<file path="config.mk">
export PLATFORM = sky130hd
export DESIGN_NAME = toggle_pulse_conditioner
export DESIGN_NICKNAME = d
export VERILOG_FILES = /design/src/rtl/toggle_pulse_conditioner_pkg.sv /design/src/rtl/toggle_pulse_conditioner_sync_chain.sv /design/src/rtl/toggle_pulse_conditioner.sv
export SDC_FILE = /design/constraint.sdc
export NUM_CORES = 1
export LEC_CHECK = 0
export BUFFER_PORTS_ARGS = -buffer_cell sky130_fd_sc_hd__buf_2
export CAP_MARGIN = 15
export CORE_MARGIN = 2
export CORE_UTILIZATION = 56
export DETAILED_ROUTE_END_ITERATION = 8
export PLACE_DENSITY_LB_ADDON = 0.25
export SETUP_SLACK_MARGIN = 0.5
export SYNTH_ARGS = -nofsm -noshare
export SYNTH_HDL_FRONTEND = slang
export SYNTH_SLANG_ARGS = --single-unit
</file>
<file path="constraint.sdc">
create_clock -name clk -period 4.05 [get_ports clk]
set_input_delay 1.0125 -clock clk [delete_from_list [all_inputs] [get_ports clk]]
set_output_delay 1.0125 -clock clk [all_outputs]
set_load 0.01 [all_outputs]
</file>
<file path="src/rtl/toggle_pulse_conditioner_pkg.sv">
// Shared types and defaults for the push-button input conditioning blocks.
// State encoding and default timing constants used by sibling conditioners.
package toggle_pulse_conditioner_pkg;

  typedef enum logic [1:0] {
    ST_IDLE         = 2'd0,
    ST_PRESS_WAIT   = 2'd1,
    ST_PRESSED      = 2'd2,
    ST_RELEASE_WAIT = 2'd3
  } tpc_state_e;

  localparam int DEF_DEBOUNCE_CYCLES = 16;
  localparam int DEF_SYNC_STAGES     = 2;

endpackage

</file>
<file path="src/rtl/toggle_pulse_conditioner_sync_chain.sv">
// Parameterized-depth single-bit synchronizer with async active-low reset.
// The last flop of the chain is the synchronized output.
module sync_chain
  import toggle_pulse_conditioner_pkg::*;
#(
  parameter int STAGES = DEF_SYNC_STAGES
) (
  input  logic clk,
  input  logic rst_n,
  input  logic i_d,
  output logic o_q
);

  logic [STAGES-1:0] r_q;

  always_ff @(posedge clk or negedge rst_n) begin
    if (!rst_n) begin
      r_q <= '0;
    end else begin
      r_q <= {r_q[STAGES-2:0], i_d};
    end
  end

  assign o_q = r_q[STAGES-1];

endmodule

</file>
<file path="src/rtl/toggle_pulse_conditioner.sv">
// Synchronizes and debounces a raw push-button, emitting one T-enable
// pulse per accepted press plus a debounced level and a wrapping count.
module toggle_pulse_conditioner
  import toggle_pulse_conditioner_pkg::*;
#(
  parameter int SYNC_STAGES     = DEF_SYNC_STAGES,
  parameter int DEBOUNCE_CYCLES = DEF_DEBOUNCE_CYCLES
) (
  input  logic       clk,
  input  logic       rst,
  input  logic       btn_in,
  output logic       t_pulse,
  output logic       btn_level,
  output logic [7:0] press_count
);

  localparam int CNT_W = $clog2(DEBOUNCE_CYCLES);
  localparam logic [CNT_W-1:0] CNT_MAX = CNT_W'(DEBOUNCE_CYCLES - 1);

  tpc_state_e       r_state;
  tpc_state_e       w_state_nxt;
  logic [CNT_W-1:0] r_cnt;
  logic [CNT_W-1:0] w_cnt_nxt;
  logic             r_pulse;
  logic             w_pulse_nxt;
  logic             r_level;
  logic             w_level_nxt;
  logic [7:0]       r_count;
  logic [7:0]       w_count_nxt;
  logic             w_btn_sync;

  sync_chain #(
    .STAGES (SYNC_STAGES)
  ) u_sync (
    .clk   (clk),
    .rst_n (rst),
    .i_d   (btn_in),
    .o_q   (w_btn_sync)
  );

  always_ff @(posedge clk or negedge rst) begin
    if (!rst) begin
      r_state <= ST_IDLE;
    end else begin
      r_state <= w_state_nxt;
    end
  end

  always_comb begin
    w_state_nxt = r_state;
    w_cnt_nxt   = r_cnt;
    w_pulse_nxt = 1'b0;
    w_count_nxt = r_count;
    unique case (r_state)
      ST_IDLE: begin
        if (w_btn_sync) begin
          w_state_nxt = ST_PRESS_WAIT;
          w_cnt_nxt   = '0;
        end
      end
      ST_PRESS_WAIT: begin
        if (!w_btn_sync) begin
          w_state_nxt = ST_IDLE;
        end else if (r_cnt == CNT_MAX) begin
          w_state_nxt = ST_PRESSED;
          w_pulse_nxt = 1'b1;
          w_count_nxt = r_count + 8'd1;
        end else begin
          w_cnt_nxt = r_cnt + CNT_W'(1);
        end
      end
      ST_PRESSED: begin
        if (!w_btn_sync) begin
          w_state_nxt = ST_RELEASE_WAIT;
          w_cnt_nxt   = '0;
        end
      end
      ST_RELEASE_WAIT: begin
        if (w_btn_sync) begin
          w_state_nxt = ST_PRESSED;
        end else if (r_cnt == CNT_MAX) begin
          w_state_nxt = ST_IDLE;
        end else begin
          w_cnt_nxt = r_cnt + CNT_W'(1);
        end
      end
      default: begin
        w_state_nxt = ST_IDLE;
      end
    endcase
    // level follows the state being entered so it stays aligned with it
    w_level_nxt = (w_state_nxt == ST_PRESSED) ||
                  (w_state_nxt == ST_RELEASE_WAIT);
  end

  always_ff @(posedge clk or negedge rst) begin
    if (!rst) begin
      r_cnt   <= '0;
      r_pulse <= 1'b0;
      r_level <= 1'b0;
      r_count <= 8'd0;
    end else begin
      r_cnt   <= w_cnt_nxt;
      r_pulse <= w_pulse_nxt;
      r_level <= w_level_nxt;
      r_count <= w_count_nxt;
    end
  end

  assign t_pulse     = r_pulse;
  assign btn_level   = r_level;
  assign press_count = r_count;

endmodule

</file>
-- After elaboration in Yosys (flattened, before gate mapping)
Index checks and enable logic that the tools add are counted.
- bits in registers: 18
- logic and storage cells: 38
- add/subtract/negate cells: 2
- equal/unequal tests: 10
- muxes and demuxes: 16
- reductions and logical operators: 4
- operators with widths (kind ; number):
    $mux 4 ; 5
    $pmux 4 s4 ; 1
    $mux 2 ; 6
    $add 8x1->8 const B ; 1
    $eq 2x2->1 const B ; 4
    $pmux 2 s4 ; 1
    $add 4x1->4 const B ; 1
    $eq 4x4->1 const B ; 1
    $ne 2x1->1 const B ; 2
    $ne 2x2->1 const B ; 2
    $reduce_and 4->1 ; 1
    $mux 1 ; 3
    $reduce_and 3->1 ; 1
    $eq 2x1->1 const B ; 1
    $logic_not 2->1 ; 1
    $logic_or 1x1->1 ; 1

-- Depth between registers and ports, before layout
- depth in word-level cells: 6
- mapped depth: 5

-- Cells and area by module
From an unflattened synthesis, not the netlist that was laid out.
- cell total of the unflattened synthesis: 63
- area total of the unflattened synthesis: 750.7 um^2
- by module, submodules not included (module ; instances ; cells each ; area an instance (um^2) ; seq. area each (um^2)):
    toggle_pulse_conditioner ; 1 ; 61 ; 700.7 ; 375.4
    sync_chain ; 1 ; 2 ; 50.0 ; 50.0

-- Least setup slack after synthesis
No wires, ideal clock.
- kind: register -> register
- start: register r_cnt[0]
- end: register r_cnt[2]
- data arrival time: 1.468 ns
- data required time: 3.926 ns
- path slack: 2.458 ns
- cell stages (with the launch flop): 6
- buffers on the path: 1
- clock period less this slack: 1.592 ns
- cell sequence: dfrtp_1 > ha_1 > and4_1 > buf_6 > or2_4 > a211o_1
- longest elaborated chain between the ends: 4
- RTL lines (element ; line ; source):
    start, declared ; toggle_pulse_conditioner.sv:22 ; logic [CNT_W-1:0] r_cnt;
    start signal, assigned ; toggle_pulse_conditioner.sv:103 ; r_cnt <= w_cnt_nxt;
    $add 4x1->4 or $eq 4x4->1 (tied branches) ; n/a ;
    $mux 4 (*) ; toggle_pulse_conditioner.sv:64, toggle_pulse_conditioner.sv:81 ;
    $mux 4 (on tied branches) ; toggle_pulse_conditioner.sv:79, toggle_pulse_conditioner.sv:62 ;
    $pmux 4 s4 (*) ; toggle_pulse_conditioner.sv:54 ; unique case (r_state)
Every way passes the cells marked *; elsewhere a longest branch is shown, timed or not. The select of a mux whose other input is x is not followed.
A chain may end at the register's enable or synchronous reset.

-- Final worst setup path
- start: register r_count[3], in the netlist press_count[3]
- end: output port press_count[3]
- RTL lines (element ; line ; source):
    start, declared ; toggle_pulse_conditioner.sv:28 ; logic [7:0] r_count;
    start signal, assigned ; toggle_pulse_conditioner.sv:106 ; r_count <= w_count_nxt;
    end, declared ; toggle_pulse_conditioner.sv:14 ; output logic [7:0] press_count
No word-level cell between the ends.

==> flow_summary.toml <==
[status]
outcome = "finished, final reports clean"

[critical_path]
path_buf_inv = 1
cp-startpoint = "press_count[3]"
slowest_stage = "dfrtp_1"
r2r_start = "r_cnt[0]"
timing.rr.end = "r_cnt[2]"
critical_path.max_stage_delay_ns = 0.46
cp.arrival_ns = 0.92
worstPathMaxFanout = 6
crit_path_cell_trace = "buf_2"
cp_data_required_time_ns = 3.04
crit_family = "flip-flops"
end_kind = "output port"
start_kind = "flip-flop"
reg2reg_depth = 4
crit_type = "reg -> out"
reg2reg_slack_ns = 2.40

[logic_synthesis]
synth_common_cells = "17 x dfrtp_1, 8 x nand2_1, 5 x o21ai_0"
synth_cell_types = 22
synthArstFlopShare_pct = 100
synth.most_common_cell = "dfrtp_1"
yosys-top-cells-area = "dfrtp_1 57%, xnor2_1 4.7%, xor2_1 4.7%, nand2_1 4.0%, ha_1 3.3%"
syn-num-nets = 70
ys_seq_area_share_pct = 56.7
avgSynthCellArea_um2 = 11.5
yosysTopAreaCell = "dfrtp_1"
netlist_area_um2 = 751
synth-edff-count = 0
synth-seq-cells = 17
yosysWarnings = 0
synth-main-ff-cell = "dfrtp_1"
synth_top_area_share_pct = 56.7
syn_inst = 65

[worst_hold_path]
worstHoldStart = "u_sync.r_q[0]"
hold_class = "reg -> reg"
whs_endpoint = "u_sync.r_q[1]"
hold_depth = 0

[floorplan]
chipWidth_um = 40.6
coreArea_um2 = 1270
fp.dieH_um = 40.6
ios = 13
num_rows = 13
dieArea_um2 = 1650
start_util_pct = 59.2

[cts]
cts_buffer_depth = 2
tritoncts = "yes"
htreeDepth = 1
ctsHoldBuffers = 0
cts.sinks = 17
ctsResizeCount = 0
postCtsSetupBuffers = 0
root_buffer = "clkbuf_4"
clk_pin_slew_ns = 0.10
cts_buffers = 3
clk_latency_ns = 0.29

[cells_and_area]
final_cell_count_no_fill = 95
fill_cells = 102
final_util_pct = 66.7
seq_area_um2 = 425
syn_to_final_growth_pct = 12.7
multi_input_area_um2 = 310
diodes = 0
layout-drive-gt1-share_pct = 23.8
fin_nets = 86

[sta]
fmax_mhz = 517
finalSetupViolCount = 0
final_max_slew_viol_count = 0
slew_headroom_pct = 74.3
period_share_pct = 47.7
timing.final.ws_setup_ns = 2.12
hold_violations = 0
tightestPinTransition_ns = 0.383
skew_ns = 0.00175
tns_ns = 0
rsz0062_at_grt = "no"
min_period_ns = 1.93

[placed_design]
port_buffers = 12
dp_slack_ns = 2.42
dp.cells = 91
dp_hpwl_um = 981
place_congestion = 0.776

[global_routing]
grt_pass1_vias = 507
antenna_found_initial = 0
grt_usage_pct = 21.0
grt_pass1_wl_mm = 2.17
grt_max_degree = 18
grt-ovfl-total = 0

[detailed_routing]
wl_per_cell_um = 14.0
wirelength_mm = 1.33
drt_iter0_markers = 10
drc = 0
vias = 525
vias_per_cell = 5.53
drtAntennaViolNets = 0
firstDrtPassIters = 3

[pwr]
powerDensity_nw_per_um2 = 367
power_leakage_uw = 0.000459
ir_drop_mv = 0.229

[job]
maxCapViolCount = 0
[area by class of cell]
cell class,instances,share of cell area [%]
repair buffers,12,7.10
well taps,15,2.22
flip-flops and latches,17,50.3
clock inverters,1,0.592
multi-input cells,46,36.7
inverters,1,0.444
clock buffers,3,2.66
[worst register-to-register path, stage by stage (launching register included)]
cell and delay (ns):
dfrtp_1 0.42, ha_1 0.25, and4_1 0.29, or2_4 0.30
a211o_1 0.29
[power breakdown]
group / internal, µW / leakage [µW] / switching [µW]
clock: 36.8 / 0.0000177 / 54.4
combinational: 12.7 / 0.000214 / 13.7
sequential: 180 / 0.000228 / 12.7
[per-layer routing]
metal / track usage [%] / wire length [µm] / vias up
met3: 4.89 / 47 / 2
met4: 14.2 / 17 / 0
met2: 32.5 / 636 / 13
met1: 26.0 / 629 / 251
li1: - / - / 259
met5: 0 / 0 / -
[registers in the layout, summed over array words and instances, names as in the netlist]
signal / count
press_count: 8
r_cnt: 4
u_sync.r_q: 2
btn_level: 1
r_state: 1
t_pulse: 1
[cells in the final DEF, fill, tap and decap left out]
cell | synthesis | layout
dfrtp_1 | 17 | 17
buf_2 | 0 | 12
nand2_1 | 8 | 8
o21ai_0 | 5 | 5
nand4_1 | 4 | 4
xnor2_1 | 4 | 4
xor2_1 | 4 | 4
nand3_1 | 3 | 3
clkbuf_4 | 0 | 3
nor2_1 | 2 | 2
or2b_1 | 2 | 2
nor4_1 | 2 | 2
nor3_1 | 2 | 2
ha_1 | 2 | 2
and4_1 | 1 | 1
or2_4 | 1 | 1
inv_1 | 1 | 1
nand2b_1 | 1 | 1
mux2_2 | 1 | 1
o311ai_2 | 1 | 1
and3_1 | 1 | 1
and3b_1 | 1 | 1
a211o_1 | 1 | 1
clkinv_2 | 0 | 1
[how the worst max path moves through the flow]
stage                                 to  slack (ns)  depth (start not counted)
after floorplan                 r_cnt[2]        2.46                          5
after global placement    press_count[3]        2.45                          1
after detailed placement        r_cnt[2]        2.42                          4
after CTS                 press_count[3]        2.11                          1
after global routing      press_count[3]        2.05                          1
final                     press_count[3]        2.12                          1
[cell families (layout without fill, tap and decap cells)]
kind of cell,Yosys count,count (layout),share of synthesized area (%)
xor+xnor,8,8,9.33
flops,17,17,56.7
mux,1,1,1.50
compound gates,7,7,6.67
simple gates,28,28,20.5
fa+ha+maj,2,2,3.33
buf+inv,2,17,2.00
[metrics by stage]
| stage | total power, µW | hold WS, ns | instance area, µm² |
|---|---|---|---|
| 3_3_place_gp | 221 | 0.334 | 818 |
| 4_1_cts | 313 | 0.364 | 846 |
| 2_1_floorplan | 212 | 0.331 | 751 |
| 5_1_grt | 325 | 0.367 | 846 |
| 6_report | 311 | 0.363 | 846 |
| 3_5_place_dp | 223 | 0.338 | 818 |
Power figures use the tool's default switching activity.
